===== src/rtl/seg7_pkg.sv =====
// rtl/seg7_pkg.sv - shared constants and types for the seven-segment scanner
package seg7_pkg;

   localparam logic [6:0] SEG_OFF  = 7'h7F;
   localparam logic [6:0] SEG_DASH = 7'h3F;
   localparam logic [3:0] AN_OFF   = 4'hF;

   // active-low a..g patterns, entry i is the glyph for BCD digit i
   localparam logic [9:0][6:0] DIGIT_PAT = {
      7'h10, 7'h00, 7'h78, 7'h02, 7'h12,
      7'h19, 7'h30, 7'h24, 7'h79, 7'h40
   };

   typedef logic [1:0] digit_idx_t;

endpackage


===== src/rtl/seg7_scan_bcd_to_seg7.sv =====
// rtl/seg7_scan_bcd_to_seg7.sv - combinational BCD to active-low segment decoder
module bcd_to_seg7
   import seg7_pkg::*;
(
   input  logic [3:0] code,
   output logic [6:0] seg
);

   always_comb begin
      seg = SEG_DASH;
      if (code <= 4'd9)
         seg = DIGIT_PAT[code];
   end

endmodule


===== src/rtl/seg7_scan.sv =====
// rtl/seg7_scan.sv - four-digit multiplexed seven-segment scanner with frame-coherent shadow capture
module seg7_scan
   import seg7_pkg::*;
#(
   parameter int SCAN_DIV = 50000,
   parameter int BLANK_LZ = 1
) (
   input  logic        clk,
   input  logic        rst,
   input  logic        en,
   input  logic [15:0] digits,
   input  logic [3:0]  dp,
   output logic [3:0]  an,
   output logic [6:0]  seg,
   output logic        dp_n,
   output logic        frame_start
);

   localparam int DW = (SCAN_DIV > 1) ? $clog2(SCAN_DIV) : 1;
   localparam logic [DW-1:0] DIV_MAX = DW'(SCAN_DIV - 1);

   logic [DW-1:0] div_cnt;
   digit_idx_t    idx;
   logic [15:0]   sh_digits;
   logic [3:0]    sh_dp;
   logic          primed;

   logic          tick;
   logic          capture;
   logic [3:0]    cur_code;
   logic [6:0]    cur_pat;
   logic [3:0]    zero_up;
   logic          cur_blank;

   assign tick     = (div_cnt == DIV_MAX);
   assign capture  = en & (~primed | (tick & (idx == 2'd3)));
   assign cur_code = sh_digits[{idx, 2'b00} +: 4];

   // zero_up[k]: shadow digits k..3 are all zero; digit0 is never a blank candidate
   always_comb begin
      zero_up    = 4'b0000;
      zero_up[3] = (sh_digits[15:12] == 4'd0);
      zero_up[2] = zero_up[3] & (sh_digits[11:8] == 4'd0);
      zero_up[1] = zero_up[2] & (sh_digits[7:4] == 4'd0);
      cur_blank  = (BLANK_LZ != 0) && zero_up[idx] && !sh_dp[idx];
   end

   bcd_to_seg7 u_dec (
      .code (cur_code),
      .seg  (cur_pat)
   );

   always_ff @(posedge clk) begin
      if (rst) begin
         div_cnt     <= '0;
         idx         <= 2'd0;
         sh_digits   <= 16'h0000;
         sh_dp       <= 4'h0;
         primed      <= 1'b0;
         an          <= AN_OFF;
         seg         <= SEG_OFF;
         dp_n        <= 1'b1;
         frame_start <= 1'b0;
      end else begin
         frame_start <= capture;
         if (en) begin
            div_cnt <= tick ? '0 : div_cnt + DW'(1);
            if (tick)
               idx <= idx + 2'd1;
            if (capture) begin
               sh_digits <= digits;
               sh_dp     <= dp;
               primed    <= 1'b1;
            end
            // a blanked slot still occupies its full time, it is just dark
            if (cur_blank) begin
               an   <= AN_OFF;
               seg  <= SEG_OFF;
               dp_n <= 1'b1;
            end else begin
               an   <= ~(4'b0001 << idx);
               seg  <= cur_pat;
               dp_n <= ~sh_dp[idx];
            end
         end else begin
            an   <= AN_OFF;
            seg  <= SEG_OFF;
            dp_n <= 1'b1;
         end
      end
   end

endmodule


===== config.mk =====
export PLATFORM = sky130hd
export DESIGN_NAME = seg7_scan
export DESIGN_NICKNAME = d
export VERILOG_FILES = /design/src/rtl/seg7_pkg.sv /design/src/rtl/seg7_scan_bcd_to_seg7.sv /design/src/rtl/seg7_scan.sv
export SDC_FILE = /design/constraint.sdc
export NUM_CORES = 1
export LEC_CHECK = 0
export BUFFER_PORTS_ARGS = -buffer_cell sky130_fd_sc_hd__buf_4
export CAP_MARGIN = 5
export CORE_ASPECT_RATIO = 1.4
export CORE_MARGIN = 2
export CORE_UTILIZATION = 65
export CTS_BUF_LIST = sky130_fd_sc_hd__clkbuf_8
export CTS_CLUSTER_SIZE = 10
export DETAILED_ROUTE_END_ITERATION = 12
export GPL_ROUTABILITY_DRIVEN = 0
export PLACE_DENSITY = 0.95
export SLEW_MARGIN = 10
export SYNTH_ARGS = -nofsm -noshare
export SYNTH_HDL_FRONTEND = slang
export SYNTH_HIERARCHICAL = 1
export SYNTH_SLANG_ARGS = --single-unit

===== constraint.sdc =====
create_clock -name clk -period 4.71 [get_ports clk]
set_input_delay 0.471 -clock clk [delete_from_list [all_inputs] [get_ports clk]]
set_output_delay 0.471 -clock clk [all_outputs]
set_load 0.01 [all_outputs]

Word level (Yosys, flattened, before mapping)
Memories as Yosys holds them, arrays and structs flattened.
Index checks and enable logic that the tools add are counted.
- bits in registers: 52
- input bits: 23
- bits in read-only memories: 112
- memories: 1
- output and inout port bits: 13
- word-level logic and storage cells: 46
- bits in latches: 0
- RAM bits: 0
- reduce and logical (&&, ||, !) cells: 9
- muxes and demuxes: 7
- equality and inequality tests: 2
- bitwise gates (word level): 10
- $lt $le $gt $ge: 3
- divide/modulo/power cells: 0
- shifts and indexed selects: 2
- multipliers: 0
- add/sub/neg operators: 2
- memory list (memory ; depth ; width ; rd ports ; clocked after memory_dff ; write ports ; RTL line ; RTL):
    (name not given) ; 16 ; 7 ; 1 ; 0 ; 0 ; seg7_scan_bcd_to_seg7.sv:12 ; seg = DIGIT_PAT[code];
- operator list (cell ; number):
    $add 16x1->16 const B ; 1
    $eq 16x16->1 const B ; 1
    $mux 16 ; 1
    $shiftx 16x5->4 ; 1
    $mux 7 ; 2
    $logic_not 4->1 ; 3
    $lt 4x5->1 const B ; 1
    $and 1x1->1 ; 4
    $bmux 1 s2 ; 2
    $le 4x4->1 const B ; 1
    $not 1->1 ; 4
    $not 4->4 ; 1
    $reduce_and 2->1 ; 2
    $reduce_or 4->1 ; 1
    $shl 1x2->4 const A ; 1
    $lt 2x3->1 const B ; 1
    $reduce_or 3->1 ; 1
    $add 2x1->2 const B ; 1
    $eq 2x2->1 const B ; 1
    $mux 1 ; 2
    $logic_and 1x1->1 ; 1
    $logic_not 1->1 ; 1
    $or 1x1->1 ; 1

Depth between registers and ports, before layout
Gate-level depths: netlist of run 1.
- depth after elaboration: 7
- gate-level depth with buffers: 7
- mapped depth without buffers: 6

Modules after synthesis
Netlist of run 1, hierarchy kept.
- by module, submodules not included (module ; sequential area each (um^2) ; instances ; area an instance (um^2) ; cells an instance):
    seg7_scan ; 1041.0 ; 1 ; 2632.5 ; 291
    bcd_to_seg7 ; 0.0 ; 1 ; 215.2 ; 25

Worst setup path after synthesis of run 1
OpenSTA, ideal clock, no wires.
- path kind: flip-flop to flip-flop
- start: register idx[1]
- end: register seg[0]
- setup time: 0.127 ns
- period minus slack after synthesis: 2.404 ns
- path slack: 2.306 ns
- stages on the path, launching flop included: 8
- data required time: 4.583 ns
- path buffers: 1
- arrival time: 2.277 ns
- path through: dfxtp_1 clkbuf_1 mux4_2 inv_1 ha_1 o21bai_4 a221o_1 or3_1
- elaborated cells between the ends (all ways): 12
- those cells by class: 1 x order compare; 1 x shift; 5 x mux; 1 x bitwise; 3 x reduce/logical; 1 x memory
- RTL lines (element ; RTL line ; RTL):
    start, declared ; seg7_scan.sv:23 ; digit_idx_t idx;
    start signal, assigned ; seg7_scan.sv:69 ; idx <= idx + 2'd1;
    $shiftx 16x5->4 * ; seg7_scan.sv:37 ; assign cur_code = sh_digits[{idx, 2'b00} +: 4];
    via cur_code[1] ; seg7_scan.sv:30 ; logic [3:0] cur_code;
    $le 4x4->1 ; seg7_scan_bcd_to_seg7.sv:11 ; if (code <= 4'd9)
    $not 1->1 (no line) ; n/a ;
    $reduce_or 4->1 (no line) ; n/a ;
    end signal, assigned ; seg7_scan.sv:82 ; seg <= cur_pat;
    end, declared ; seg7_scan.sv:14 ; output logic [6:0] seg,
The timed path passes the listed nets; every way through them passes the cells marked *. The select of a mux whose other input is x is not followed.
A chain may end at the register's enable or synchronous reset.

Final worst setup path of run 1
- start: register idx[0]
- end: register an[3]
- longest elaborated chain between the ends: 5
- elaborated cells between the ends (all ways): 9
- those cells by class: 1 x shift; 4 x mux; 1 x bitwise; 3 x reduce/logical
- RTL lines (element ; RTL line ; RTL):
    $bmux 1 s2 ; seg7_scan.sv:45 ; cur_blank = (BLANK_LZ != 0) && zero_up[idx] && !sh_dp[idx];
    $mux 1 (implied by the code) ; seg7_scan.sv:45 ;
    $logic_not 1->1 ; seg7_scan.sv:45 ;
    $logic_and 1x1->1 ; seg7_scan.sv:45 ;
    $reduce_or 3->1 (no line) ; n/a ;
    end signal, assigned ; seg7_scan.sv:81 ; an <= ~(4'b0001 << idx);
    end, declared ; seg7_scan.sv:13 ; output logic [3:0] an,
Parallel ways exist; a longest one is shown, timed or not. The select of a mux whose other input is x is not followed.

==> flow_summary.yaml, run 1 <==
outcome:
  status: "complete, no violations"
setup_path:
  worstPathArrival_ns: 2.81
  rr_worst_depth: 3
  cp_max_fo: 11
  r2r_end: "an[3]"
  end_kind: "flop"
  r2r_setup_slack_ns: 2.15
  critPathCapture: "an[3]"
  crit_start: "idx[0]"
  crit-reg2reg-launch: "idx[0]"
  cp.required_ns: 4.95
  critPathKind: "reg2reg"
  startpoint_type: "flop"
synthesis:
  synth_area_um2: 2850
  synth_fp_nets: 349
  synth_edf_count: 0
  yosysSeqAreaShare_pct: 36.6
  yosysUniqueCellTypes: 45
  async_flop_share_pct: 0
  ys_seq_elements: 52
  yosys_warnings: 6
  syn_inst: 316
  synth-main-ff-cell: "dfxtp_1"
  syn_avg_cell_area_um2: 9.01
timing:
  slew_headroom_pct: 21.3
  worst_slack_ns: 2.15
  tightest_slew_ns: 1.17
  slew_violations: 0
  finalSetupTns_ns: 0
  worst_hold_slack_ns: 0.411
  rsz0062_at_grt: "false"
  timing.fmax_ghz: 0.390
  worst_clock_skew_ns: 0.0108
  setup_viol_count_final: 0
  fin_crit_ns: 2.56
  hold_viol_final: 0
  period_share_pct: 54.4
floorplanning:
  start_util_pct: 67.7
  std_cell_rows: 28
  ios: 36
  core_um2: 4200
  die_h_um: 82.3
  die_w_um: 59.9
  die_area_um2: 4930
global_routing:
  grt_max_degree: 63
  grt_use_total_pct: 25.5
  grt_pass1_wl_um: 9810
  grt_pass1_vias: 2147
  grt_antenna_before_repair: 0
  overflow: 0
routing:
  ant_nets: 0
  via_per_inst: 6.71
  drt_pre_antenna_iters: 5
  routed_wl_um: 5870
  wl_per_cell_um: 15.7
  post-route-drc-count: 0
  drt-initial-drc-count: 125
  vias: 2504
place:
  portBuffers: 35
  dp_slack_ns: 2.25
  dp_hpwl_um: 4050
finish:
  layout.nets: 360
  diodes: 0
  layout-drive-gt1-share_pct: 18.0
  fill_cells: 328
  syn_to_final_growth_pct: 10.5
clock_tree:
  htreeDepth: 2
  postCtsSetupBuffers: 0
  cts_sinks: 52
  ctsHoldBuffers: 0
  clk_latency_ns: 0.31
  clkSlewWorstSetupHoldPaths_ns: 0.09
  cts_tree: "done"
  cts-buffers-inserted: 5
  post_cts_resized: 0
  clock-root-buffer: "clkbuf_8"
  clock_path_buffers: 2
power_and_ir_drop:
  ir_drop_mv: 0.288
  p_leak_nw: 1.05
  p_total_uw: 960
  p_per_area_nw_per_um2: 305
flow_run:
  maxCapViolCount: 0
min_path:
  hold_path_class: "in2reg"
-- placed cells by master, fill, tap and decap left out, types with 2 or more instances in the layout --
cell      instances
or3b_2            4
nor4b_1          19
xnor2_1          12
xor2_1            3
nor4_1            7
clkbuf_8          5
ha_1             10
or4_1             2
a22o_1            2
nand2_1          25
inv_1             9
buf_4            37
nor3_1            5
nand4_1          27
mux4_2            5
a21oi_1           4
nor2_1           22
mux2i_1           2
or3_1             7
a31oi_1          21
dfxtp_1          52
o311ai_0         19
a221o_1           2
nand3_1           5
-- critical path: stages, from the launching register on --
cell,delay [ns]
dfxtp_1,0.63
mux4_2,0.59
nor4_1,1.00
or3b_2,0.27
-- cells in the mapped netlist, drive strengths merged, types with 10 or more instances --
cell type	number	share of area, %
xnor2	12	3.7
ha	10	4.4
dfxtp	52	37
nand2	25	3.3
nand4	27	5.9
inv	10	1.3
nor4b	19	5.8
buf	11	2.5
nor2	22	2.9
clkbuf	22	2.9
o311ai	20	6.2
a31oi	21	4.6
-- worst min-delay path by stage --
stage                      from             to  slack (ns)  cells after the start
global placement    div_cnt[15]    div_cnt[15]        0.47                      2
finish               digits[15]  sh_digits[15]        0.41                      3
global route          digits[3]   sh_digits[3]        0.42                      3
CTS                   digits[9]   sh_digits[9]        0.41                      3
floorplan                primed    frame_start        0.43                      1
detailed placement  div_cnt[15]    div_cnt[15]        0.48                      2
-- cells by family after synthesis --
| family | count (synthesis) | synth area share, % |
|---|---|---|
| AOI/OAI and AO/OA | 54 | 14.7 |
| muxes | 7 | 4.66 |
| buffers and inverters | 43 | 6.68 |
| DFF | 52 | 36.6 |
| adders and majority gates | 10 | 4.39 |
| xor gates and xnor gates | 15 | 4.61 |
| and+or+nand+nor | 135 | 28.4 |
-- per-stage QoR --
stage / std cells / util [%] / cell area [µm²]
final: 373 / 74.9 / 3150
after detailed placement: 365 / 72.2 / 3040
after global routing: 373 / 74.9 / 3150
after floorplan: 316 / - / 2850
after global placement: 365 / 72.2 / 3040
after CTS: 373 / 74.9 / 3150
-- final cells by class --
type / count / area, µm² / share of cell area (%)
multi-input combinational: 221 / 1620 / 51.6
timing repair buffer: 37 / 278 / 8.82
sequential: 52 / 1040 / 33.1
tap: 45 / 56.3 / 1.79
clock buffer: 5 / 68.8 / 2.19
clock inverter: 3 / 42.5 / 1.35
inverter: 10 / 37.5 / 1.19
-- routing by layer --
metal	part of all wire, %	GRT usage [%]
met5	0	0
met4	2.3	9.78
met3	5.1	5.45
met2	51	42.0
met1	42	32.4
-- flip-flops by register name, indices dropped and copies added (netlist names) --
| name | count |
|---|---|
| sh_dp | 4 |
| dp_n | 1 |
| div_cnt | 16 |
| seg | 7 |
| frame_start | 1 |
| sh_digits | 16 |
| an | 4 |
| primed | 1 |
| idx | 2 |
-- power breakdown --
group          switching, mW  total (mW)  leakage (nW)  internal (mW)
Clock                  0.147       0.304        0.0541          0.157
Sequential            0.0251       0.496         0.427          0.471
Combinational         0.0790       0.159         0.572         0.0804
Total                  0.251       0.960          1.05          0.709
Note: power is estimated with default switching activity, not from simulation.
==> run 2, diff against run 1 <==
--- a/config.mk
+++ b/config.mk
@@ -5,16 +5,17 @@
 export SDC_FILE = /design/constraint.sdc
 export NUM_CORES = 1
 export LEC_CHECK = 0
+export ABC_AREA = 1
 export BUFFER_PORTS_ARGS = -buffer_cell sky130_fd_sc_hd__buf_4
 export CAP_MARGIN = 5
 export CORE_ASPECT_RATIO = 1.4
 export CORE_MARGIN = 2
-export CORE_UTILIZATION = 65
+export CORE_UTILIZATION = 54
 export CTS_BUF_LIST = sky130_fd_sc_hd__clkbuf_8
 export CTS_CLUSTER_SIZE = 10
 export DETAILED_ROUTE_END_ITERATION = 12
 export GPL_ROUTABILITY_DRIVEN = 0
-export PLACE_DENSITY = 0.95
+export PLACE_DENSITY = 0.87
 export SLEW_MARGIN = 10
 export SYNTH_ARGS = -nofsm -noshare
 export SYNTH_HDL_FRONTEND = slang
==> constraint.sdc (replaced) <==
create_clock -name clk -period 2.2 [get_ports clk]
set_input_delay 0.22 -clock clk [delete_from_list [all_inputs] [get_ports clk]]
set_output_delay 0.22 -clock clk [all_outputs]
set_load 0.01 [all_outputs]
==> run 2 against run 1 <==
Against the previous run: count of clock-buffer cells in the layout up 1; core utilization down 12 points; critical path depth up 6; cell area up 3.1%; combinational power up 83%; worst hold slack worse by 0.28 ns; sequential share of layout area down 0.98 points; non-clock buffer count up 3; register-to-register slack worse by 1.9 ns; sequential power up 100%; fmax up 34%; first-iteration DRC count down 36%; critical endpoint is now seg[3]; largest cell class unchanged.
==> flow_summary.yaml, run 2 <==
floorplanning:
  die_h_um: 90.3
  core_um2: 5160
  ios: 36
  std_cell_rows: 31
  die_w_um: 65.6
  start_util_pct: 55.7
  die_area_um2: 5930
finish:
  layout.nets: 438
  seq_area_um2: 1040
  diodes: 0
  multiInputGateArea_um2: 1550
  fill_cells: 480
  final_common_cell: "nand2_1"
  mostFrequentLayoutCells: "nand2_1, dfxtp_1, nor2_1"
  syn_to_final_growth_pct: 13.0
  fin_cells: 472
  layout-drive-gt1-share_pct: 31.3
  reg_top3: "div_cnt x16, sh_digits x16, seg x7"
  utilization_pct: 62.9
setup_path:
  crit-reg2reg-launch: "idx[1]"
  r2r_setup_slack_ns: 0.28
  path_buf_inv: 2
  startpoint_type: "flop"
  cp.required_ns: 2.37
  slowest_delay_ns: 0.39
  r2r_end: "seg[3]"
  rr_worst_depth: 9
  end_kind: "flop"
  critPathKind: "reg2reg"
  crit_top_cell: "o21ai_0"
  worstPathArrival_ns: 2.09
  slowest_stage: "dfxtp_1"
  path_cells: "inv_1 -> o21ai_0 -> a21oi_1 -> a21oi_2 -> inv_1 -> ha_1 -> o21ai_0 -> o21ai_0 -> nand3b_1"
  crit_family: "compound AO/OA/AOI/OAI gates"
  cp_max_fo: 14
synthesis:
  yosys-top-cells-area: "dfxtp_1, nand3_2, nand2_1"
  synth_compound_area_share_pct: 7.89
  synth_xor_area_share_pct: 0.915
  yosys-top-cells-count: "nand2_1, dfxtp_1, nor2_1, inv_1, nor2_2"
  syn_inst: 374
  synth_fa_ha_area_share_pct: 4.36
  synth_edf_count: 0
  synth_top_area_cell: "dfxtp_1"
  synth_fp_nets: 407
  synthMuxAreaShare_pct: 0
  synth-main-ff-cell: "dfxtp_1"
  syn_avg_cell_area_um2: 7.68
  yosysSeqAreaShare_pct: 36.3
  ys_seq_elements: 52
  synth_top_family_by_area: "simple AND/OR/NAND/NOR gates"
  yosys.area.top_type_share_pct: 36.3
  yosysMostFrequentCell: "nand2_1"
  yosysUniqueCellTypes: 35
  synth_area_um2: 2870
  yosys_warnings: 6
  async_flop_share_pct: 0
  synth-simple-area-share_pct: 40.6
timing:
  fin_crit_ns: 1.92
  slew_headroom_pct: 50.6
  worst_clock_skew_ns: 0.00757
  worst_hold_slack_ns: 0.127
  worst_slack_ns: 0.284
  tightest_slew_ns: 0.738
  rsz0062_at_grt: "false"
  hold_viol_final: 0
  finalSetupTns_ns: 0
  slew_violations: 0
  timing.fmax_ghz: 0.522
  setup_viol_count_final: 0
  period_share_pct: 87.1
min_path:
  hold_depth: 3
  hold_path_class: "in2reg"
  min_from: "digits[12]"
  hold_path_end: "sh_digits[12]"
routing:
  drt-initial-drc-count: 80
  via_per_inst: 5.15
  post-route-drc-count: 0
  vias: 2433
  routed_wl_um: 5750
  ant_nets: 0
  wl_per_cell_um: 12.2
  drt_pre_antenna_iters: 4
power_and_ir_drop:
  p_leak_nw: 1.47
  ir_drop_mv: 0.401
  p_per_area_nw_per_um2: 578
global_routing:
  grt_pass1_vias: 2362
  grt_use_total_pct: 20.5
  overflow: 0
  grt_antenna_before_repair: 0
  grt_max_degree: 22
  grt_pass1_wl_um: 9650
clock_tree:
  ctsHoldBuffers: 0
  clkSlewWorstSetupHoldPaths_ns: 0.09
  clk_latency_ns: 0.31
  clock_path_buffers: 2
  clock-root-buffer: "clkbuf_8"
  post_cts_resized: 0
  cts-buffers-inserted: 5
  htreeDepth: 2
  cts_sinks: 52
  postCtsSetupBuffers: 0
  cts_tree: "done"
place:
  dp_hpwl_um: 4430
  dp_slack_ns: 0.268
  portBuffers: 35
  placedCellCount: 464
outcome:
  status: "complete, no violations"
flow_run:
  maxCapViolCount: 0
-- run 2: cell types whose count changed after synthesis, moves of 20 or more --
cell / before / now
nand4_1: 27 / 3
nand2_1: 25 / 58
inv_1: 9 / 36
nand3_2: 0 / 22
clkbuf_1: 22 / 1
nor2_1: 22 / 46
a31oi_1: 21 / 1
nor2_2: 0 / 24
-- run 2: logic make-up after synthesis --
group / count (synthesis)
compound gates: 42
xor+xnor: 3
fa+ha+maj: 10
buf+inv: 61
flops: 52
simple gates: 206
-- run 2: worst max-delay path by stage --
| stage | from | end | slack [ns] | cells after the start |
|---|---|---|---|---|
| 2_1_floorplan | idx[0] | seg[3] | 0.26 | 12 |
| 3_3_place_gp | idx[1] | seg[3] | 0.38 | 10 |
| 3_5_place_dp | idx[1] | seg[3] | 0.27 | 10 |
| 4_1_cts | idx[1] | seg[3] | 0.22 | 9 |
| 5_1_grt | idx[1] | seg[4] | 0.02 | 8 |
| 6_report | idx[1] | seg[3] | 0.28 | 9 |
-- run 2: stage by stage --
stage | cell area (µm²) | total power, mW
6_report | 3240 | 1.88
5_1_grt | 3240 | 1.96
4_1_cts | 3240 | 1.89
3_5_place_dp | 3140 | 1.32
3_3_place_gp | 3140 | 1.31
2_1_floorplan | 2870 | 1.23
-- run 2: layout make-up --
cell class / instances / area share (%)
Multi-Input combinational cell: 261 / 47.8
Sequential cell: 52 / 32.1
Timing Repair Buffer: 40 / 9.26
Inverter: 45 / 5.28
Clock buffer: 6 / 2.55
Tap cell: 66 / 2.55
Clock inverter: 2 / 0.463
-- run 2: where the power goes --
group | internal, mW | total [mW] | leakage (nW) | switching (mW)
registers | 0.987 | 1.01 | 0.427 | 0.0257
clock network | 0.255 | 0.573 | 0.0434 | 0.318
logic | 0.129 | 0.291 | 0.999 | 0.161
-- run 2: tightest hold or removal path, delay by kind of cell --
family | cells | cell delay (ns)
simple gates | 2 | 0.11
buf+inv | 1 | 0.08
-- run 2: per-layer routing --
metal	global-route usage (%)	part of all wire (%)	vias to the layer above
li1	-	-	1247
met1	20.7	38	1101
met2	37.4	53	61
met3	3.62	3.4	24
met4	12.3	5.1	0
met5	0	0	-
